**config.mk**
```make
export PLATFORM = sky130hd
export DESIGN_NAME = peak_packer
export DESIGN_NICKNAME = d
export VERILOG_FILES = /design/src/rtl/peak_packer.sv
export SDC_FILE = /design/constraint.sdc
export NUM_CORES = 1
export LEC_CHECK = 0
export ABC_AREA = 1
export CAP_MARGIN = 20
export CORE_MARGIN = 4
export CORE_UTILIZATION = 45
export CTS_BUF_LIST = sky130_fd_sc_hd__clkbuf_8
export CTS_CLUSTER_SIZE = 25
export DETAILED_ROUTE_END_ITERATION = 12
export PLACE_DENSITY_LB_ADDON = 0.12
export SYNTH_ARGS = -nofsm -noshare
export SYNTH_HDL_FRONTEND = slang
export SYNTH_SLANG_ARGS = --single-unit
```
**constraint.sdc**
```tcl
create_clock -name clk -period 5.15 [get_ports clk]
set_clock_uncertainty 0.15 [all_clocks]
set_input_delay 0.7725 -clock clk [delete_from_list [all_inputs] [get_ports clk]]
set_output_delay 0.7725 -clock clk [all_outputs]
set_load 0.005 [all_outputs]
```
**src/rtl/peak_packer.sv**
```systemverilog
// peak_packer: double-buffers peak records and serializes each committed frame as SYNC, seq, record bytes, XOR checksum.
module peak_packer #(
    parameter int NPEAKS = 4,
    parameter logic [7:0] SYNC = 8'hA5
) (
    input  logic        clk,
    input  logic        reset,
    input  logic        sink_valid,
    input  logic        sink_sop,
    input  logic        sink_eop,
    input  logic [23:0] sink_freq,
    input  logic [15:0] sink_phaseA,
    input  logic [15:0] sink_phaseB,
    output logic        source_valid,
    input  logic        source_ready,
    output logic [7:0]  source_data,
    output logic        source_sop,
    output logic        source_eop,
    output logic [7:0]  drop_count
);
    localparam int IW = $clog2(NPEAKS + 1);
    localparam int RW = NPEAKS > 1 ? $clog2(NPEAKS) : 1;
    typedef enum logic [2:0] {ST_IDLE, ST_SYNC, ST_SEQ, ST_DATA, ST_CSUM} state_t;
    state_t state_q, state_d;
    logic [1:0] full_q, full_d, rel_v, free_v, n_drop;
    logic tx_q, tx_d, bank_q, bank_d, cap_q, cap_d, skip_q, skip_d;
    logic valid_q, valid_d, sop_q, sop_d, eop_q, eop_d;
    logic [7:0] data_q, data_d, csum_q, csum_d, seq_q, seq_d, drop_q, drop_d, nxt;
    logic [RW-1:0] rec_q, rec_d, nrec, rd_rec, widx;
    logic [2:0] byte_q, byte_d, nbyte, rd_byte;
    logic [IW-1:0] idx_q, idx_d;
    logic [6:0][7:0] mem_q [2][NPEAKS];
    logic [6:0][7:0] rd_bytes;
    logic we, wbank, sel, commit, cbank, last, rel, other;
    always_comb begin
        rel = state_q == ST_CSUM && source_ready;
        last = byte_q == 3'd6 && rec_q == RW'(NPEAKS - 1);
        nrec = byte_q == 3'd6 ? rec_q + RW'(1) : rec_q;
        nbyte = byte_q == 3'd6 ? 3'd0 : byte_q + 3'd1;
        rd_rec = state_q == ST_SEQ ? '0 : nrec;
        rd_byte = state_q == ST_SEQ ? 3'd0 : nbyte;
        rd_bytes = mem_q[tx_q][rd_rec];
        nxt = rd_bytes[3'd6 - rd_byte];
        other = full_q[~tx_q];
        state_d = state_q;
        tx_d = tx_q;
        rec_d = rec_q;
        byte_d = byte_q;
        csum_d = csum_q;
        seq_d = seq_q;
        valid_d = valid_q;
        data_d = data_q;
        sop_d = sop_q;
        eop_d = eop_q;
        if (state_q == ST_IDLE) begin
            if (|full_q) begin
                state_d = ST_SYNC;
                tx_d = ~full_q[0];
                valid_d = 1'b1;
                data_d = SYNC;
                sop_d = 1'b1;
                eop_d = 1'b0;
                csum_d = SYNC;
            end
        end else if (source_ready) begin
            unique case (state_q)
                ST_SYNC: begin
                    state_d = ST_SEQ;
                    data_d = seq_q;
                    sop_d = 1'b0;
                    csum_d = csum_q ^ seq_q;
                end
                ST_SEQ: begin
                    state_d = ST_DATA;
                    rec_d = '0;
                    byte_d = 3'd0;
                    data_d = nxt;
                    csum_d = csum_q ^ nxt;
                end
                ST_DATA: begin
                    state_d = last ? ST_CSUM : ST_DATA;
                    rec_d = nrec;
                    byte_d = nbyte;
                    data_d = last ? csum_q : nxt;
                    eop_d = last;
                    csum_d = last ? csum_q : csum_q ^ nxt;
                end
                ST_CSUM: begin
                    // the other bank is already committed: start its SYNC with no idle cycle
                    state_d = other ? ST_SYNC : ST_IDLE;
                    tx_d = ~tx_q;
                    seq_d = seq_q + 8'd1;
                    valid_d = other;
                    sop_d = other;
                    eop_d = 1'b0;
                    data_d = other ? SYNC : 8'h00;
                    csum_d = SYNC;
                end
                default: state_d = ST_IDLE;
            endcase
        end
    end
    always_comb begin
        rel_v = {rel & tx_q, rel & ~tx_q};
        free_v = ~full_q | rel_v;
        sel = ~free_v[0];
        cap_d = cap_q;
        skip_d = skip_q;
        bank_d = bank_q;
        idx_d = idx_q;
        n_drop = 2'd0;
        commit = 1'b0;
        we = 1'b0;
        wbank = sink_sop ? sel : bank_q;
        widx = sink_sop ? '0 : RW'(idx_q);
        if (sink_valid) begin
            if (sink_sop) begin
                n_drop = |free_v ? 2'(cap_q) + 2'(sink_eop && NPEAKS != 1) : 2'd1;
                we = |free_v;
                commit = |free_v && sink_eop && NPEAKS == 1;
                cap_d = |free_v && !sink_eop;
                skip_d = !(|free_v) && !sink_eop;
                bank_d = sel;
                idx_d = IW'(1);
            end else if (cap_q) begin
                if (idx_q == IW'(NPEAKS)) begin
                    n_drop = 2'd1;
                    cap_d = 1'b0;
                    skip_d = !sink_eop;
                end else begin
                    we = 1'b1;
                    idx_d = idx_q + IW'(1);
                    commit = sink_eop && idx_q == IW'(NPEAKS - 1);
                    n_drop = 2'(sink_eop && idx_q != IW'(NPEAKS - 1));
                    cap_d = !sink_eop;
                end
            end else begin
                // a stray frame counts once; the rest of it is skipped until its eop
                n_drop = 2'(!skip_q);
                skip_d = !sink_eop;
            end
        end
        cbank = wbank;
        full_d = (full_q & ~rel_v) | (commit ? (cbank ? 2'b10 : 2'b01) : 2'b00);
        drop_d = drop_q > 8'hFF - 8'(n_drop) ? 8'hFF : drop_q + 8'(n_drop);
    end
    always_ff @(posedge clk) begin
        if (we) mem_q[wbank][widx] <= {sink_freq, sink_phaseA, sink_phaseB};
    end
    always_ff @(posedge clk) begin
        if (!reset) begin
            state_q <= ST_IDLE;
            full_q <= 2'b00;
            tx_q <= 1'b0;
            rec_q <= '0;
            byte_q <= 3'd0;
            csum_q <= 8'h00;
            seq_q <= 8'h00;
            valid_q <= 1'b0;
            data_q <= 8'h00;
            sop_q <= 1'b0;
            eop_q <= 1'b0;
            cap_q <= 1'b0;
            skip_q <= 1'b0;
            bank_q <= 1'b0;
            idx_q <= '0;
            drop_q <= 8'h00;
        end else begin
            state_q <= state_d;
            full_q <= full_d;
            tx_q <= tx_d;
            rec_q <= rec_d;
            byte_q <= byte_d;
            csum_q <= csum_d;
            seq_q <= seq_d;
            valid_q <= valid_d;
            data_q <= data_d;
            sop_q <= sop_d;
            eop_q <= eop_d;
            cap_q <= cap_d;
            skip_q <= skip_d;
            bank_q <= bank_d;
            idx_q <= idx_d;
            drop_q <= drop_d;
        end
    end
    assign source_valid = valid_q;
    assign source_data = data_q;
    assign source_sop = sop_q;
    assign source_eop = eop_q;
    assign drop_count = drop_q;
endmodule

```
Word level (Yosys, flattened, before mapping)
Memories as Yosys holds them, arrays and structs flattened. A register that Yosys moved wholly into a read port is not among the register bits.
Index checks and enable logic that the tools add are counted.
{ "totals": {"mem_bits_rw": 448, "output_inout_bits": 19, "n_memories": 1, "register_bits": 52, "elab_cells": 166, "in_bits": 62} }
{ "classes": {"n_addsub": 8, "n_eq_ne": 13, "mux": 77, "magnitude_cmp": 6, "bitwise": 15, "reduce_logical": 30} }
{ "mem_list": {"columns": ["memory", "words", "width", "read_ports", "rd_ports_with_merged_regs", "write_ports", "line", "text"], "rows": [
  ["mem_q", 2, 224, 1, 1, 1, "32", "logic [6:0][7:0] mem_q [2][NPEAKS];"]
]} }
{ "ops": {"columns": ["operator", "count"], "rows": [
  ["$mux W224", 1],
  ["$mux W56", 3],
  ["$bmux W56 S2", 1],
  ["$demux W56 S2", 1],
  ["$mux W8", 10],
  ["$pmux W8 S4", 2],
  ["$mux W1", 35],
  ["$mux W3", 9],
  ["$bmux W8 S3", 1],
  ["$reduce_and A3 Y1", 7],
  ["$mux W2", 9],
  ["$xor A8 B8 Y8", 2],
  ["$pmux W3 S4", 1],
  ["$eq A3 B2 Y1 const B", 3],
  ["$eq A3 B3 Y1 const B", 3],
  ["$add A8 B1 Y8 const B", 1],
  ["$add A8 B2 Y8", 1],
  ["$gt A8 B8 Y1", 1],
  ["$reduce_bool A2 Y1", 4],
  ["$logic_and A1 B1 Y1", 7],
  ["$add A3 B1 Y3 const B", 2],
  ["$ge A3 B3 Y1 const B", 2],
  ["$ne A3 B2 Y1 const B", 2],
  ["$not A2 Y3", 2],
  ["27 further kinds", 39]
]} }

Logic depth before layout (Yosys ltp)
{ "logic_depth": {"depth_word": 14, "ltp_mapped": 19} }

Worst setup path before layout
No wires, ideal clock.
{ "synth_timing": {"kind": "input port to flip-flop", "startpoint": "input port source_ready", "endpoint": "memory mem_q[0][100] (netlist name), enable pin", "slack_ps": 461, "setup_time_ps": 470, "cell_stages": 8, "arrival_time_ps": 4069, "cell_sequence": "inv_1 nor2_2 inv_1 o21ai_1 nand2_1 o21ai_1 inv_1 nor2_1"} }
{ "synth_via": {"elab_chain_cells": 8, "word_cells_on_any_way": 11, "classes_between": "mux (5); bitwise (4); reduce/logical (2)"} }
{ "synth_lines": {"columns": ["item", "line", "text"], "rows": [
  ["start: declaration", "15", "input logic source_ready,"],
  ["$logic_and A1 B1 Y1 *", "36", "rel = state_q == ST_CSUM && source_ready;"],
  ["$and A1 B1 Y1", "104", "rel_v = {rel & tx_q, rel & ~tx_q};"],
  ["$or A2 B2 Y2 *", "105", "free_v = ~full_q | rel_v;"],
  ["$reduce_or A2 Y1", "119", "we = |free_v;"],
  ["$mux W1", "117", "if (sink_sop) begin"],
  ["$mux W1", "116", "if (sink_valid) begin"],
  ["$mux W1", "148", "if (we) mem_q[wbank][widx] <= {sink_freq, sink_phaseA, sink_phaseB};"],
  ["$mux W224 (not written as such)", "148", null],
  ["end: declaration", "32", null]
]} }
Every way passes the cells marked *; elsewhere a longest branch is shown, timed or not.

Final worst setup path
{ "layout_timing": {"startpoint": "register state_q[2]", "endpoint": "register data_q[1], in the netlist source_data[1]"} }
{ "layout_via": {"elab_chain_cells": 12, "word_cells_on_any_way": 22, "classes_between": "add/sub (1); eq/ne (5); mux (11); bitwise (1); reduce/logical (4)"} }
{ "layout_lines": {"columns": ["item", "line", "text"], "rows": [
  ["start: declaration", "24", "state_t state_q, state_d;"],
  ["start signal: assignment", "169", "state_q <= state_d;"],
  ["$eq A3 B2 Y1", "40, 41, 66", null],
  ["$mux W2", "40", "rd_rec = state_q == ST_SEQ ? '0 : nrec;"],
  ["$not A2 Y3 (not written as such)", "42", "rd_bytes = mem_q[tx_q][rd_rec];"],
  ["$bmux W56 S2", "42", null],
  ["$mux W56 (not written as such) (2 in series)", "42", null],
  ["$bmux W8 S3", "43", "nxt = rd_bytes[3'd6 - rd_byte];"],
  ["$mux W8 (not written as such)", "43", null],
  ["$mux W8", "84", "data_d = last ? csum_q : nxt;"],
  ["$pmux W8 S4", "66", "unique case (state_q)"],
  ["$mux W8", "65", "end else if (source_ready) begin"],
  ["$mux W8", "55", "if (state_q == ST_IDLE) begin"],
  ["end signal: assignment", "177", "data_q <= data_d;"],
  ["end: declaration", "28", "logic [7:0] data_q, data_d, csum_q, csum_d, seq_q, seq_d, drop_q, drop_d, nxt;"]
]} }
Parallel ways exist; a longest one is shown, timed or not. The select of a mux whose other input is x is not followed.
A chain may end at the register's enable or synchronous reset.

==> summary.md <==
| Metric | Value |
|---|---|
| Fraction of layout cells with a size suffix above 1 | `7.713%` |
| Vias post-DR | `14860` |
| Non-filler cells, final | `2851` |
| WS Path Type | `reg2reg` |
| Max Clock Freq | `0.2654 GHz` |
| Post-CTS sizing | `0` |
| Cell area power density | `320.9 nW/um^2` |
| Count of hold buffers inserted by post-cts repair | `0` |
| Worst Path Arrival | `4.10 ns` |
| Measured slew at the worst slew-check pin | `0.9484 ns` |
| Minimum clock period | `3.768 ns` |
| Final worst-path cycle share | `73.16%` |
| Min-Delay Path Class | `reg2reg` |
| Predominant post-synthesis flop cell | `edfxtp_1` |
| Max Cap Viol | `0` |
| Post-synth top area share | `62.99%` |
| Cell taking the most area after synthesis | `edfxtp_1` |
| Fraction of registers with async set/reset | `0%` |
| Via-to-Cell Ratio | `5.213` |
| Remaining Overflow, GRT | `0` |
| CTS tree | `built` |
| Footprint of the multi-input gates | `6145 um^2` |
| Final hold slack | `0.3046 ns` |
| Mapped Cells | `2089` |
| Initial antenna violation count | `1` |
| Leak pwr | `0.008903 uW` |
| EDFF count, synth | `448` |
| Die Width | `225.9 um` |
| # port buffers | `80` |
| Remaining DRCs | `0` |
| Routed WL | `53760 um` |
| Setup violators final | `0` |
| Post-Place Setup Slack | `1.061 ns` |
| Syn Area/Cell | `10.22 um^2` |
| Antenna Nets Post-Route | `0` |
| Ports | `81` |
| CP Launch Type | `register` |
| Vias in the first global route | `14590` |
| Final Max Slew Viols | `0` |
| Avg WL per Cell | `18.86 um` |
| CTS Buf Count | `83` |
| Crit path launch | `state_q[2]` |
| RSZ-0062 raised after global routing | `false` |
| Max Fanout on Critical Path | `26` |
| Crit end category | `register` |
| CTS max path bufs | `3` |
| DIE HEIGHT | `225.9 um` |
| Mapped cell area | `21360 um^2` |
| Final Hold Vio Count | `0` |
| Reg2reg start | `state_q[2]` |
| CORE AREA | `46750 um^2` |
| Fillers | `4265` |
| Clock root buffer | `clkbuf_8` |
| Worst Setup Slack, final | `1.382 ns` |
| Data required, critical path | `5.49 ns` |
| # H-tree levels | `3` |
| VDD IR max | `0.2089 mV` |
| Die area | `51010 um^2` |
| DR pass1 iterations | `5` |
| FF/Latch Area | `14520 um^2` |
| CTS clk-pin slew, worst paths | `0.06 ns` |
| 1st-iter DRT viols | `1214` |
| Synthesis Warnings | `0` |
| Net count after synthesis | `2162` |
| Initial cell density of the core | `45.68%` |
| Status | `finished clean` |
| Post-DP HPWL | `29900 um` |
| First-pass GRT wire length | `83770 um` |
| Slew headroom | `36.72%` |
| Largest net degree at the start of global routing | `185` |
| Synthesis-to-layout area growth | `13.66%` |
| Placer Congestion | `0.8112` |
| Yosys cell types | `39` |
| Setup TNS | `0 ns` |
| Clk Latency, worst-skew pair | `0.64 ns` |
| FF+latch count, synth | `501` |
| Overall routing resource usage | `21.25%` |
| Top post-synthesis cells by area | `edfxtp_1 (63%), nor2_1 (11%), nand2_1 (7.0%), dfxtp_1 (5.0%), nand3_1 (4.9%)` |
| Post-CTS Setup Bufs | `0` |
| Cells after DPL | `2707` |
| Num rows | `79` |
| Nets@finish | `2258` |
| Hold path start | `source_sop` |
| Clock sinks | `501` |
| Register area share after synthesis | `67.96%` |
[area by class of cell]
type                    instances  area share [%]
clock buffers                  85           4.819
well taps                     607           3.129
flip-flops and latches        501           59.80
inverters                      79           1.252
multi-input cells            1412           25.31
diodes                          1         0.01031
clock inverters                58          0.9947
repair buffers                108           4.680
[sequential cells by signal, summed over array words and instances (netlist names), 2 cells and up, named ones only]
| name | cells |
|---|---|
| rec_q | 2 |
| mem_q | 448 |
| full_q | 2 |
| state_q | 3 |
| source_data | 8 |
| drop_count | 8 |
| seq_q | 8 |
| csum_q | 8 |
| byte_q | 3 |
| idx_q | 3 |
[power breakdown]
part	leakage, uW	internal [uW]	switching [uW]
logic	0.00358	88.6	152
registers	0.00448	4480	12.5
clock network	0.000834	1520	1540
total	0.00890	6090	1700
[final timing paths]
kind,cells after the start,endpoint,slack (ns)
hold / removal,2,source_sop,0.30
hold reg to reg,2,source_sop,0.30
setup / recovery,16,source_data[1],1.38
setup reg to reg,16,source_data[1],1.38
[critical path, stage by stage, from the launching register on]
cell,delay (ns)
dfxtp_1,0.38
inv_2,0.09
nand3_2,0.57
inv_2,0.34
nor2_1,0.08
ha_1,0.71
clkinv_1,0.19
nor2_1,0.36
nand2_1,0.10
nand2_1,0.07
nor2_1,0.05
nand2_1,0.14
nand2_1,0.08
nand2_1,0.06
nand2_1,0.10
nand2_1,0.07
a21oi_1,0.06
[Yosys cell counts, types with 2 or more instances]
library cell / instances
o211ai_1: 13
buf_6: 7
nand4_1: 9
xor2_1: 3
nand3_2: 5
nand2_1: 397
buf_4: 3
nand2_2: 3
nor2_1: 603
nor3_1: 12
edfxtp_1: 448
a211oi_1: 4
nor2_4: 2
nor2_2: 5
buf_1: 13
inv_2: 13
dfxtp_1: 53
buf_2: 38
ha_1: 10
nand3_1: 207
a31oi_1: 3
o21ai_1: 6
a21oi_1: 76
clkbuf_1: 36
inv_1: 64
o21ai_0: 37
clkinv_1: 2
or2_2: 6
[metal layers]
layer	share of wire (%)	vias to the layer above	GRT usage, %
met3	5.5	111	4.134
met1	45	7090	29.58
li1	-	7245	-
met4	3.0	0	7.153
met5	0	-	0
met2	46	417	33.80
[per-stage QoR]
stage,instance area (um^2),utilization [%],power [uW]
after floorplan,21360,-,4667
after global placement,22860,48.90,4811
after detailed placement,22860,48.90,4817
after CTS,24270,51.92,7871
after global routing,24280,51.92,8092
final,24280,51.92,7790
[cells in the final DEF (no fill, tap or decap), types with 3 or more instances in the layout]
master,instances
buf_12,10
nor2_2,4
nor3_1,12
a211oi_1,4
clkinvlp_4,3
inv_1,94
nor2_4,11
edfxtp_1,448
clkinv_2,10
o21ai_0,37
nand2_1,397
nor2_1,595
nand3_1,207
dfxtp_1,52
xor2_1,3
clkbuf_8,85
nand3_2,4
nand2_2,3
nand4_1,9
clkinv_1,17
o211ai_1,13
o21ai_1,6
a21oi_1,76
ha_1,10
buf_4,18
or2_2,6
clkdlybuf4s50_1,80
a31oi_1,3
inv_2,12
[logic make-up (layout without fill, tap and decap cells)]
| group | count (synthesis) | in the layout | synth area share (%) |
|---|---|---|---|
| simple gates | 1252 | 1252 | 23.83 |
| flops | 501 | 501 | 67.96 |
| buf+inv | 176 | 330 | 3.615 |
| compound gates | 144 | 144 | 3.673 |
| fa+ha+maj | 11 | 11 | 0.6796 |
| xor+xnor | 4 | 4 | 0.1992 |
| mux | 1 | 1 | 0.04687 |
| other cells | 0 | 1 | 0 |
(Power assumes the default switching activity.)
